### config.mk
export PLATFORM = sky130hd
export DESIGN_NAME = fp_round_pipe_flat
export DESIGN_NICKNAME = d
export VERILOG_FILES = /design/src/rtl/fp_round_pipe_if.sv /design/src/rtl/fp_round_pipe.sv /design/src/flat_wrapper.sv
export SDC_FILE = /design/constraint.sdc
export NUM_CORES = 1
export LEC_CHECK = 0
export CAP_MARGIN = 15
export CORE_ASPECT_RATIO = 1.1
export CORE_MARGIN = 2
export CORE_UTILIZATION = 50
export CTS_BUF_LIST = sky130_fd_sc_hd__clkbuf_2 sky130_fd_sc_hd__clkbuf_4 sky130_fd_sc_hd__clkbuf_8
export CTS_CLUSTER_SIZE = 20
export DETAILED_ROUTE_END_ITERATION = 7
export HOLD_SLACK_MARGIN = 0.08
export PLACE_DENSITY = 0.76
export REMOVE_ABC_BUFFERS = 1
export SLEW_MARGIN = 5
export SYNTH_ARGS = -nofsm -noshare
export SYNTH_HDL_FRONTEND = slang
export SYNTH_SLANG_ARGS = --single-unit
export TNS_END_PERCENT = 20
### constraint.sdc
create_clock -name clk_i -period 2.05 [get_ports clk_i]
set_input_delay 0.615 -clock clk_i [delete_from_list [all_inputs] [get_ports clk_i]]
set_output_delay 0.615 -clock clk_i [all_outputs]
set_load 0.005 [all_outputs]
### src/rtl/fp_round_pipe_if.sv
// Upstream/downstream beat bundle for fp_round_pipe.
// A beat moves across either boundary on the edge where its valid and ready are both high.
interface fp_round_pipe_if #(
    parameter int EXP_W  = 8,
    parameter int MANT_W = 23
);
    localparam int W = 1 + EXP_W + MANT_W;

    logic         valid_i;
    logic         ready_o;
    logic [W-1:0] operand_i;
    logic         guard_i;
    logic         round_i;
    logic         sticky_i;
    logic [2:0]   rm_i;
    logic         round_enable_i;
    logic         overflow_i;
    logic         underflow_i;
    logic         valid_o;
    logic         ready_i;
    logic [W-1:0] result_o;
    logic         nx_o;
    logic         uf_o;
    logic         of_o;
    logic         illegal_rm_o;

    modport slave (
        input  valid_i, operand_i, guard_i, round_i, sticky_i, rm_i,
               round_enable_i, overflow_i, underflow_i, ready_i,
        output ready_o, valid_o, result_o, nx_o, uf_o, of_o, illegal_rm_o
    );

    modport master (
        output valid_i, operand_i, guard_i, round_i, sticky_i, rm_i,
               round_enable_i, overflow_i, underflow_i, ready_i,
        input  ready_o, valid_o, result_o, nx_o, uf_o, of_o, illegal_rm_o
    );
endinterface

### src/rtl/fp_round_pipe.sv
// Two-stage IEEE-754 rounder: S1 makes the increment decision and significand sum,
// S2 normalises the carry, saturates overflow and produces NX/UF/OF.
module fp_round_pipe #(
    parameter int EXP_W  = 8,
    parameter int MANT_W = 23
) (
    input  logic            clk_i,
    input  logic            rst_n_i,
    input  logic            flush_i,
    fp_round_pipe_if.slave  bus
);
    localparam int W = 1 + EXP_W + MANT_W;

    localparam logic [2:0] RM_RNE = 3'b000;
    localparam logic [2:0] RM_RTZ = 3'b001;
    localparam logic [2:0] RM_RDN = 3'b010;
    localparam logic [2:0] RM_RUP = 3'b011;
    localparam logic [2:0] RM_RMM = 3'b100;

    localparam logic [EXP_W-1:0] EXP_ONES = {EXP_W{1'b1}};

    // ---------------- stage 1 combinational ----------------
    logic              in_sign;
    logic [EXP_W-1:0]  in_exp;
    logic [MANT_W-1:0] in_mant;
    logic              in_illegal;
    logic [2:0]        in_rm;
    logic              in_inexact;
    logic              in_inc;
    logic [MANT_W:0]   in_sum;
    logic              in_bypass;

    assign in_sign    = bus.operand_i[W-1];
    assign in_exp     = bus.operand_i[W-2:MANT_W];
    assign in_mant    = bus.operand_i[MANT_W-1:0];
    assign in_illegal = (bus.rm_i > RM_RMM);
    assign in_rm      = in_illegal ? RM_RNE : bus.rm_i;
    assign in_inexact = bus.guard_i | bus.round_i | bus.sticky_i;

    always_comb begin
        in_inc = 1'b0;
        case (in_rm)
            RM_RNE:  in_inc = bus.guard_i & (bus.round_i | bus.sticky_i | in_mant[0]);
            RM_RTZ:  in_inc = 1'b0;
            RM_RDN:  in_inc = in_sign & in_inexact;
            RM_RUP:  in_inc = !in_sign & in_inexact;
            RM_RMM:  in_inc = bus.guard_i;
            default: in_inc = 1'b0;
        endcase
    end

    assign in_sum = {1'b0, in_mant} + {{MANT_W{1'b0}}, in_inc};

    // Inf/NaN inputs are untouched unless upstream flagged an overflow.
    assign in_bypass = !bus.round_enable_i | ((in_exp == EXP_ONES) & !bus.overflow_i);

    // ---------------- handshake ----------------
    logic s1_valid;
    logic s2_valid;
    logic rdy_en;
    logic s1_adv;
    logic s2_adv;
    logic accept;

    assign s2_adv      = !s2_valid | bus.ready_i;
    assign s1_adv      = !s1_valid | s2_adv;
    assign bus.ready_o = rdy_en & s1_adv;
    assign accept      = bus.valid_i & bus.ready_o;

    always_ff @(posedge clk_i or negedge rst_n_i) begin
        if (!rst_n_i) begin
            rdy_en <= 1'b0;
        end else begin
            rdy_en <= 1'b1;
        end
    end

    // ---------------- stage 1 registers ----------------
    logic [W-1:0]    s1_operand;
    logic [MANT_W:0] s1_sum;
    logic            s1_inc;
    logic            s1_inexact;
    logic            s1_bypass;
    logic            s1_ovf;
    logic            s1_unf;
    logic [2:0]      s1_rm;
    logic            s1_illegal;

    always_ff @(posedge clk_i or negedge rst_n_i) begin
        if (!rst_n_i) begin
            s1_valid   <= 1'b0;
            s1_operand <= '0;
            s1_sum     <= '0;
            s1_inc     <= 1'b0;
            s1_inexact <= 1'b0;
            s1_bypass  <= 1'b0;
            s1_ovf     <= 1'b0;
            s1_unf     <= 1'b0;
            s1_rm      <= RM_RNE;
            s1_illegal <= 1'b0;
        end else begin
            if (flush_i) begin
                s1_valid <= 1'b0;
            end else if (s1_adv) begin
                s1_valid <= accept;
            end
            if (accept) begin
                s1_operand <= bus.operand_i;
                s1_sum     <= in_sum;
                s1_inc     <= in_inc;
                s1_inexact <= in_inexact;
                s1_bypass  <= in_bypass;
                s1_ovf     <= bus.overflow_i;
                s1_unf     <= bus.underflow_i;
                s1_rm      <= in_rm;
                s1_illegal <= in_illegal;
            end
        end
    end

    // ---------------- stage 2 combinational ----------------
    logic              s1_sign;
    logic [EXP_W-1:0]  s1_exp;
    logic [EXP_W-1:0]  s1_exp_inc;
    logic              s1_carry;
    logic              sat;
    logic              sat_max_finite;
    logic [W-1:0]      nxt_result;
    logic              nxt_nx;
    logic              nxt_uf;
    logic              nxt_of;

    assign s1_sign    = s1_operand[W-1];
    assign s1_exp     = s1_operand[W-2:MANT_W];
    assign s1_exp_inc = s1_exp + {{(EXP_W-1){1'b0}}, 1'b1};
    assign s1_carry   = s1_inc & s1_sum[MANT_W];

    // Modes rounding toward zero for this sign clamp to the largest finite value.
    assign sat_max_finite = (s1_rm == RM_RTZ)
                          | ((s1_rm == RM_RDN) & !s1_sign)
                          | ((s1_rm == RM_RUP) &  s1_sign);

    always_comb begin
        nxt_result = s1_operand;
        nxt_nx     = 1'b0;
        nxt_uf     = 1'b0;
        nxt_of     = 1'b0;
        sat        = 1'b0;
        if (s1_bypass) begin
            nxt_result = s1_operand;
        end else if (s1_ovf) begin
            sat = 1'b1;
        end else if (s1_unf) begin
            nxt_uf = 1'b1;
            nxt_nx = 1'b1;
        end else if (s1_carry) begin
            if (s1_exp_inc == EXP_ONES) begin
                sat = 1'b1;
            end else begin
                nxt_result = {s1_sign, s1_exp_inc, {MANT_W{1'b0}}};
                nxt_nx     = s1_inexact;
            end
        end else begin
            nxt_result = {s1_sign, s1_exp, s1_sum[MANT_W-1:0]};
            nxt_nx     = s1_inexact;
            nxt_uf     = (s1_exp == '0) & s1_inexact;
        end

        if (sat) begin
            if (sat_max_finite) begin
                nxt_result = {s1_sign, EXP_ONES - {{(EXP_W-1){1'b0}}, 1'b1}, {MANT_W{1'b1}}};
            end else begin
                nxt_result = {s1_sign, EXP_ONES, {MANT_W{1'b0}}};
            end
            nxt_of = 1'b1;
            nxt_nx = 1'b1;
            nxt_uf = 1'b0;
        end
    end

    // ---------------- stage 2 registers ----------------
    logic [W-1:0] s2_result;
    logic         s2_nx;
    logic         s2_uf;
    logic         s2_of;
    logic         s2_illegal;

    always_ff @(posedge clk_i or negedge rst_n_i) begin
        if (!rst_n_i) begin
            s2_valid   <= 1'b0;
            s2_result  <= '0;
            s2_nx      <= 1'b0;
            s2_uf      <= 1'b0;
            s2_of      <= 1'b0;
            s2_illegal <= 1'b0;
        end else begin
            if (flush_i) begin
                s2_valid <= 1'b0;
            end else if (s2_adv) begin
                s2_valid <= s1_valid;
            end
            if (s2_adv & s1_valid) begin
                s2_result  <= nxt_result;
                s2_nx      <= nxt_nx;
                s2_uf      <= nxt_uf;
                s2_of      <= nxt_of;
                s2_illegal <= s1_illegal;
            end
        end
    end

    assign bus.valid_o      = s2_valid;
    assign bus.result_o     = s2_result;
    assign bus.nx_o         = s2_nx;
    assign bus.uf_o         = s2_uf;
    assign bus.of_o         = s2_of;
    assign bus.illegal_rm_o = s2_illegal;
endmodule
### src/flat_wrapper.sv
// flat-port wrapper written by rule: the top's interface ports become plain ports
module fp_round_pipe_flat 
#(
    parameter int EXP_W  = 8,
    parameter int MANT_W = 23
)
  (clk_i, rst_n_i, flush_i, bus_valid_i, bus_operand_i, bus_guard_i, bus_round_i, bus_sticky_i, bus_rm_i, bus_round_enable_i, bus_overflow_i, bus_underflow_i, bus_ready_i, bus_ready_o, bus_valid_o, bus_result_o, bus_nx_o, bus_uf_o, bus_of_o, bus_illegal_rm_o);
  fp_round_pipe_if #(.EXP_W(EXP_W), .MANT_W(MANT_W)) bus_i ();
  input  logic clk_i;
  input  logic rst_n_i;
  input  logic flush_i;
  input wire logic [$bits(bus_i.valid_i)-1:0] bus_valid_i;
  input wire logic [$bits(bus_i.operand_i)-1:0] bus_operand_i;
  input wire logic [$bits(bus_i.guard_i)-1:0] bus_guard_i;
  input wire logic [$bits(bus_i.round_i)-1:0] bus_round_i;
  input wire logic [$bits(bus_i.sticky_i)-1:0] bus_sticky_i;
  input wire logic [$bits(bus_i.rm_i)-1:0] bus_rm_i;
  input wire logic [$bits(bus_i.round_enable_i)-1:0] bus_round_enable_i;
  input wire logic [$bits(bus_i.overflow_i)-1:0] bus_overflow_i;
  input wire logic [$bits(bus_i.underflow_i)-1:0] bus_underflow_i;
  input wire logic [$bits(bus_i.ready_i)-1:0] bus_ready_i;
  output wire logic [$bits(bus_i.ready_o)-1:0] bus_ready_o;
  output wire logic [$bits(bus_i.valid_o)-1:0] bus_valid_o;
  output wire logic [$bits(bus_i.result_o)-1:0] bus_result_o;
  output wire logic [$bits(bus_i.nx_o)-1:0] bus_nx_o;
  output wire logic [$bits(bus_i.uf_o)-1:0] bus_uf_o;
  output wire logic [$bits(bus_i.of_o)-1:0] bus_of_o;
  output wire logic [$bits(bus_i.illegal_rm_o)-1:0] bus_illegal_rm_o;
  assign bus_i.valid_i = bus_valid_i;
  assign bus_i.operand_i = bus_operand_i;
  assign bus_i.guard_i = bus_guard_i;
  assign bus_i.round_i = bus_round_i;
  assign bus_i.sticky_i = bus_sticky_i;
  assign bus_i.rm_i = bus_rm_i;
  assign bus_i.round_enable_i = bus_round_enable_i;
  assign bus_i.overflow_i = bus_overflow_i;
  assign bus_i.underflow_i = bus_underflow_i;
  assign bus_i.ready_i = bus_ready_i;
  assign bus_ready_o = bus_i.ready_o;
  assign bus_valid_o = bus_i.valid_o;
  assign bus_result_o = bus_i.result_o;
  assign bus_nx_o = bus_i.nx_o;
  assign bus_uf_o = bus_i.uf_o;
  assign bus_of_o = bus_i.of_o;
  assign bus_illegal_rm_o = bus_i.illegal_rm_o;
  fp_round_pipe #(.EXP_W(EXP_W), .MANT_W(MANT_W)) u_core (.clk_i(clk_i), .rst_n_i(rst_n_i), .flush_i(flush_i), .bus(bus_i));
endmodule
## After elaboration in Yosys (flattened, before gate mapping)

Cells that the tools add are included.

| storage, ports and cells | value |
|---|---|
| register bits after elaboration | 104 |
| input bits | 46 |
| logic and storage cells | 88 |

| cells by class | value |
|---|---|
| $add $sub $neg | 2 |
| magnitude comparators | 1 |
| eq/ne operators | 8 |
| mux-type cells | 30 |
| bitwise operators | 20 |
| reductions and logical operators | 10 |

Operator list:

| cell | number |
|---|---|
| two-way mux 31 bit | 6 |
| adder 23 x 1 -> 24 bit | 1 |
| two-way mux 24 bit | 1 |
| two-way mux 1 bit | 21 |
| == test 8 bit, second input constant | 2 |
| == test 3 x 2 -> 1 bit, second input constant | 4 |
| AND 1 bit | 11 |
| bitwise OR 1 bit | 9 |
| adder 8 x 1 -> 8 bit, second input constant | 1 |
| logical NOT 8 bit | 1 |
| logical NOT 1 bit | 6 |
| case mux 1 bit (4 select lines) | 1 |
| nonzero test 2 bit | 2 |
| == test 3 x 1 -> 1 bit, second input constant | 1 |
| == test 3 bit, second input constant | 1 |
| greater-than comparator 3 bit, second input constant | 1 |
| logical NOT 3 bit | 1 |
| two-way mux 3 bit | 1 |

## Depth between registers and ports, before layout

| depth | value |
|---|---|
| depth in word-level cells | 8 |
| depth in mapped cells | 12 |
| gate-level depth less buffers | 12 |

## Least setup slack after synthesis

OpenSTA, ideal clock, no wires.

| path | value |
|---|---|
| kind | input to register |
| start point | input bus_round_i |
| end point | register u_core.s1_sum[20] |
| library setup time | 0.134 ns |
| arrival time | 2.488 ns |
| path slack | -0.571 ns |
| stages | 12 |
| buffers on the path | 0 |
| cell sequence | or3_1 maj3_1 a21oi_1 nor2_1 ha_1 ha_1 inv_1 nor3_1 nand3_1 nor3_1 xnor2_1 o21ai_0 |

| between the ends | value |
|---|---|
| longest elaborated chain between the ends | 5 |
| elaborated cells between the ends (all ways) | 9 |
| classes of those cells | add/sub (1); mux (1); bitwise (7) |

Ends and longest elaborated chain:

| element | RTL line | RTL |
|---|---|---|
| start: declaration | flat_wrapper.sv:15 | `input wire logic [$bits(bus_i.round_i)-1:0] bus_round_i;` |
| bitwise OR 1 bit (on tied branches) (2 in a row) | fp_round_pipe.sv:38, fp_round_pipe.sv:43 |  |
| AND 1 bit (on tied branches) | fp_round_pipe.sv:46, fp_round_pipe.sv:43, fp_round_pipe.sv:45 |  |
| case mux 1 bit (4 select lines) (*) | fp_round_pipe.sv:42 | `case (in_rm)` |
| named net u_core.in_inc | fp_round_pipe.sv:29 | `logic in_inc;` |
| adder 23 x 1 -> 24 bit (*) | fp_round_pipe.sv:52 | `assign in_sum = {1'b0, in_mant} + {{MANT_W{1'b0}}, in_inc};` |
| end signal: assignment | fp_round_pipe.sv:109 | `s1_sum <= in_sum;` |
| end: declaration | fp_round_pipe.sv:80 | `logic [MANT_W:0] s1_sum;` |

The timed path passes the listed nets; every way through them passes the cells marked *.
A chain may end at the register's enable or synchronous reset.

## Final worst setup path

| path | value |
|---|---|
| start point | input bus_sticky_i |
| end point | register u_core.s1_sum[4] |

| between the ends | value |
|---|---|
| longest elaborated chain between the ends | 5 |
| elaborated cells between the ends (all ways) | 8 |
| classes of those cells | add/sub (1); mux (1); bitwise (6) |

Ends and longest elaborated chain:

| element | RTL line | RTL |
|---|---|---|
| start: declaration | flat_wrapper.sv:16 | `input wire logic [$bits(bus_i.sticky_i)-1:0] bus_sticky_i;` |
| bitwise OR 1 bit (2 in a row) | fp_round_pipe.sv:43 | `RM_RNE: in_inc = bus.guard_i & (bus.round_i \| bus.sticky_i \| in_mant[0]);` |
| AND 1 bit | fp_round_pipe.sv:43 |  |
| case mux 1 bit (4 select lines) (*) | fp_round_pipe.sv:42 |  |
| named net u_core.in_inc | fp_round_pipe.sv:29 |  |
| adder 23 x 1 -> 24 bit (*) | fp_round_pipe.sv:52 |  |

Marked as above.

==> results.sh <==
export IMPL_core_um2=9440
export IMPL_seq_area_frac_synth=0.531
export IMPL_reg2reg_depth=8
export IMPL_path_class="in2reg"
export IMPL_syn_area_um2=4900
export IMPL_outcome="complete, but fails checks"
export IMPL_dieArea_um2=10600
export IMPL_power_density_nw_per_um2=802
export IMPL_layout_nets=696
export IMPL_p_clk_frac=0.268
export IMPL_async_reset_ff_frac=1.00
export IMPL_yosys_warnings=0
export IMPL_finalSetupViolCount=52
export IMPL_startpoint_type="input pin"
export IMPL_grt_busiest_layer="met2"
export IMPL_ctsRootBufferMaster="clkbuf_8"
export IMPL_track_usage=0.248
export IMPL_tritoncts="built"
export IMPL_grt_use_met1=0.316
export IMPL_synthFlopType="dfrtp_1"
export IMPL_met3_usage=0.0429
export IMPL_switching_share=0.282
export IMPL_period_needed_ns=2.31
export IMPL_finalPower_mw=5.47
export IMPL_end_kind="flip-flop"
export IMPL_seqPwrFrac=0.477
export IMPL_grt_setup_unrepaired="true"
export IMPL_worst_slack_ns=-0.261
export IMPL_fin_crit_sh=1.13
export IMPL_grt_pass1_vias=4399
export IMPL_drc=0
export IMPL_regArea_um2=2600
export IMPL_synth_top_area_frac=0.531
export IMPL_p_comb_frac=0.255
export IMPL_synth_area_per_cell_um2=9.51
export IMPL_dp_hpwl_um=8540
export IMPL_drive_above_1_share=0.209
export IMPL_maxSlewViolCount=0
export IMPL_ys_seq_elements=104
export IMPL_area_delta_synth_final_pct=39.0
export IMPL_grtUsageMet2=0.436
export IMPL_grt_max_degree=58
export IMPL_clock_skew_ns=0.00960
export IMPL_gp_congestion=0.832
export IMPL_grt_pass1_wl_um=21200
export IMPL_final_cell_mix="135 x nand2_1, 104 x dfrtp_1, 72 x clkdlybuf4s50_1"
export IMPL_switchingPower_mw=1.54
export IMPL_holdBufCountCts=0
export IMPL_drt_iter0_markers=288
export IMPL_diodes=0
export IMPL_antenna_found_initial=0
export IMPL_multi_input_area_um2=2380
export IMPL_max_freq_mhz=433
export IMPL_netlist_instances=516
export IMPL_reg2reg_slack_ns=-0.13
export IMPL_path_max_fanout=2
export IMPL_die_y_um=108
export IMPL_hold_viol_final=0
export IMPL_dp_slack_ns=-1.27
export IMPL_antenna_left=0
export IMPL_start_util=0.519
export IMPL_yosys_area_top_type="dfrtp_1"
export IMPL_p_leak_nw=3.09
export IMPL_hold_path_class="in2async"
export IMPL_vdd_ir_drop_max_mv=0.475
export IMPL_clkLatencyLatePin_ns=0.37
export IMPL_clockBufferDepth=2
export IMPL_vias_per_cell=5.54
export IMPL_synth_edf_count=0
export IMPL_dr_total_vias=4251
export IMPL_rows=37
export IMPL_layout_commonest_cell="nand2_1"
export IMPL_arrival_ns=2.57
export IMPL_failed_checks="negative setup slack"
export IMPL_io_pin_count=84
export IMPL_clkTransAtPathRegs_ns=0.10
export IMPL_cp_required_ns=2.31
export IMPL_die_x_um=98.4
export IMPL_cts_sinks=104
export IMPL_r2r_start="u_core.s1_operand[24]"
export IMPL_drtPass1Iterations=4
export IMPL_grt_overflow=0
export IMPL_wire_per_inst_um=17.0
export IMPL_htreeDepth=3
export IMPL_synthTopCellsByArea="dfrtp_1 53%, nand2_1 11%, a221o_1 4.7%, a22o_1 4.1%, nor2_1 3.4%"
export IMPL_final_util=0.722
export IMPL_portBuffers=83
export IMPL_p_int_mw=3.92
export IMPL_synth_cell_types=43
export IMPL_drt_wl_total_um=13100
export IMPL_reg2reg_to="u_core.bus.result_o[13]"
export IMPL_drv_cap=0
export IMPL_fillers=683
export IMPL_cts_buffers=9
-- stage by stage --
| stage | instance area [um2] | hold slack [ns] | setup TNS [ns] | cells |
|---|---|---|---|---|
| after floorplan | 4740 | 0.319 | -28.07 | 484 |
| after global placement | 6230 | 0.453 | -28.48 | 742 |
| after detailed placement | 6230 | 0.453 | -31.77 | 742 |
| after CTS | 6650 | 0.168 | -5.41 | 767 |
| after global routing | 6820 | 0.184 | -10.33 | 767 |
| final | 6820 | 0.162 | -5.95 | 767 |
-- sequential cells by signal, indices dropped and copies added, names as in the netlist, 3 cells and up --
register	count
u_core.bus.result_o	32
u_core.s1_rm	3
u_core.s1_operand	32
u_core.s1_sum	24
-- power groups by stage --
stage | combinational (mW) | sequential (mW) | clock, mW
CTS | 1.37 | 2.60 | 1.48
global placement | 1.31 | 2.62 | 0
global route | 1.52 | 2.65 | 1.56
detailed placement | 1.33 | 2.64 | 0
finish | 1.39 | 2.61 | 1.46
floorplan | 0.534 | 2.62 | 0
-- worst max path at each step --
| stage | from | to | slack [ns] | cells past startpoint |
|---|---|---|---|---|
| global placement | bus_rm_i[0] | u_core.s1_sum[20] | -1.18 | 13 |
| CTS | bus_operand_i[0] | u_core.s1_sum[14] | -0.34 | 14 |
| detailed placement | bus_rm_i[0] | u_core.s1_sum[20] | -1.27 | 13 |
| global route | bus_sticky_i | u_core.s1_sum[14] | -0.33 | 13 |
| finish | bus_sticky_i | u_core.s1_sum[4] | -0.26 | 12 |
| floorplan | bus_round_i | u_core.s1_sum[20] | -0.61 | 12 |
-- synth_stat cells, drive strengths merged (2+ instances only) --
cell type,number
a21oi,25
o21ai,18
a221o,23
nor3,8
ha,5
o2111ai,2
dfrtp,104
a31oi,2
xor2,12
nor2,44
nand2,139
a21o,2
a22o,23
and3,3
inv,7
buf,12
clkbuf,20
nand4,7
nand2b,3
and2,5
nor2b,3
xnor2,19
a211oi,2
nand3,14
nor4,4
o211ai,2
-- cell type report --
cell class,count,share of cell area
flip-flops and latches,104,0.382
inverters,7,0.00422
multi-input cells,373,0.350
clock buffers,10,0.0202
well taps,117,0.0215
repair buffers,150,0.209
clock inverters,6,0.0132
-- worst max-delay path: stages --
cell and delay [ns]:
buf_6 0.09, or3_4 0.37, maj3_2 0.32, a21oi_2 0.15, nor2_2 0.07, ha_4 0.19, ha_4 0.17, buf_4 0.13
buf_6 0.12, nand3_4 0.08, xor2_2 0.19, a21oi_2 0.08
-- repair_timing --
item | in CTS | in global routing
setup buffers | 9 | 2
pin swaps | 43 | 25
setup endpoints to repair | 56 | 54
resized for setup | 56 | 46
-- layer usage --
metal	up-vias	wire, um
met4	0	145
met5	-	0
met1	2117	5530
li1	2029	-
met3	11	456
met2	94	6940
-- cells by family after synthesis --
logic type / count (synthesis) / synth area share
compound gates: 102 / 0.152
xor+xnor: 31 / 0.0569
fa+ha+maj: 6 / 0.0148
buf+inv: 39 / 0.0398
flops: 104 / 0.531
other cells: 1 / 0.000765
simple gates: 233 / 0.205
Power figures use the tool's default switching activity.
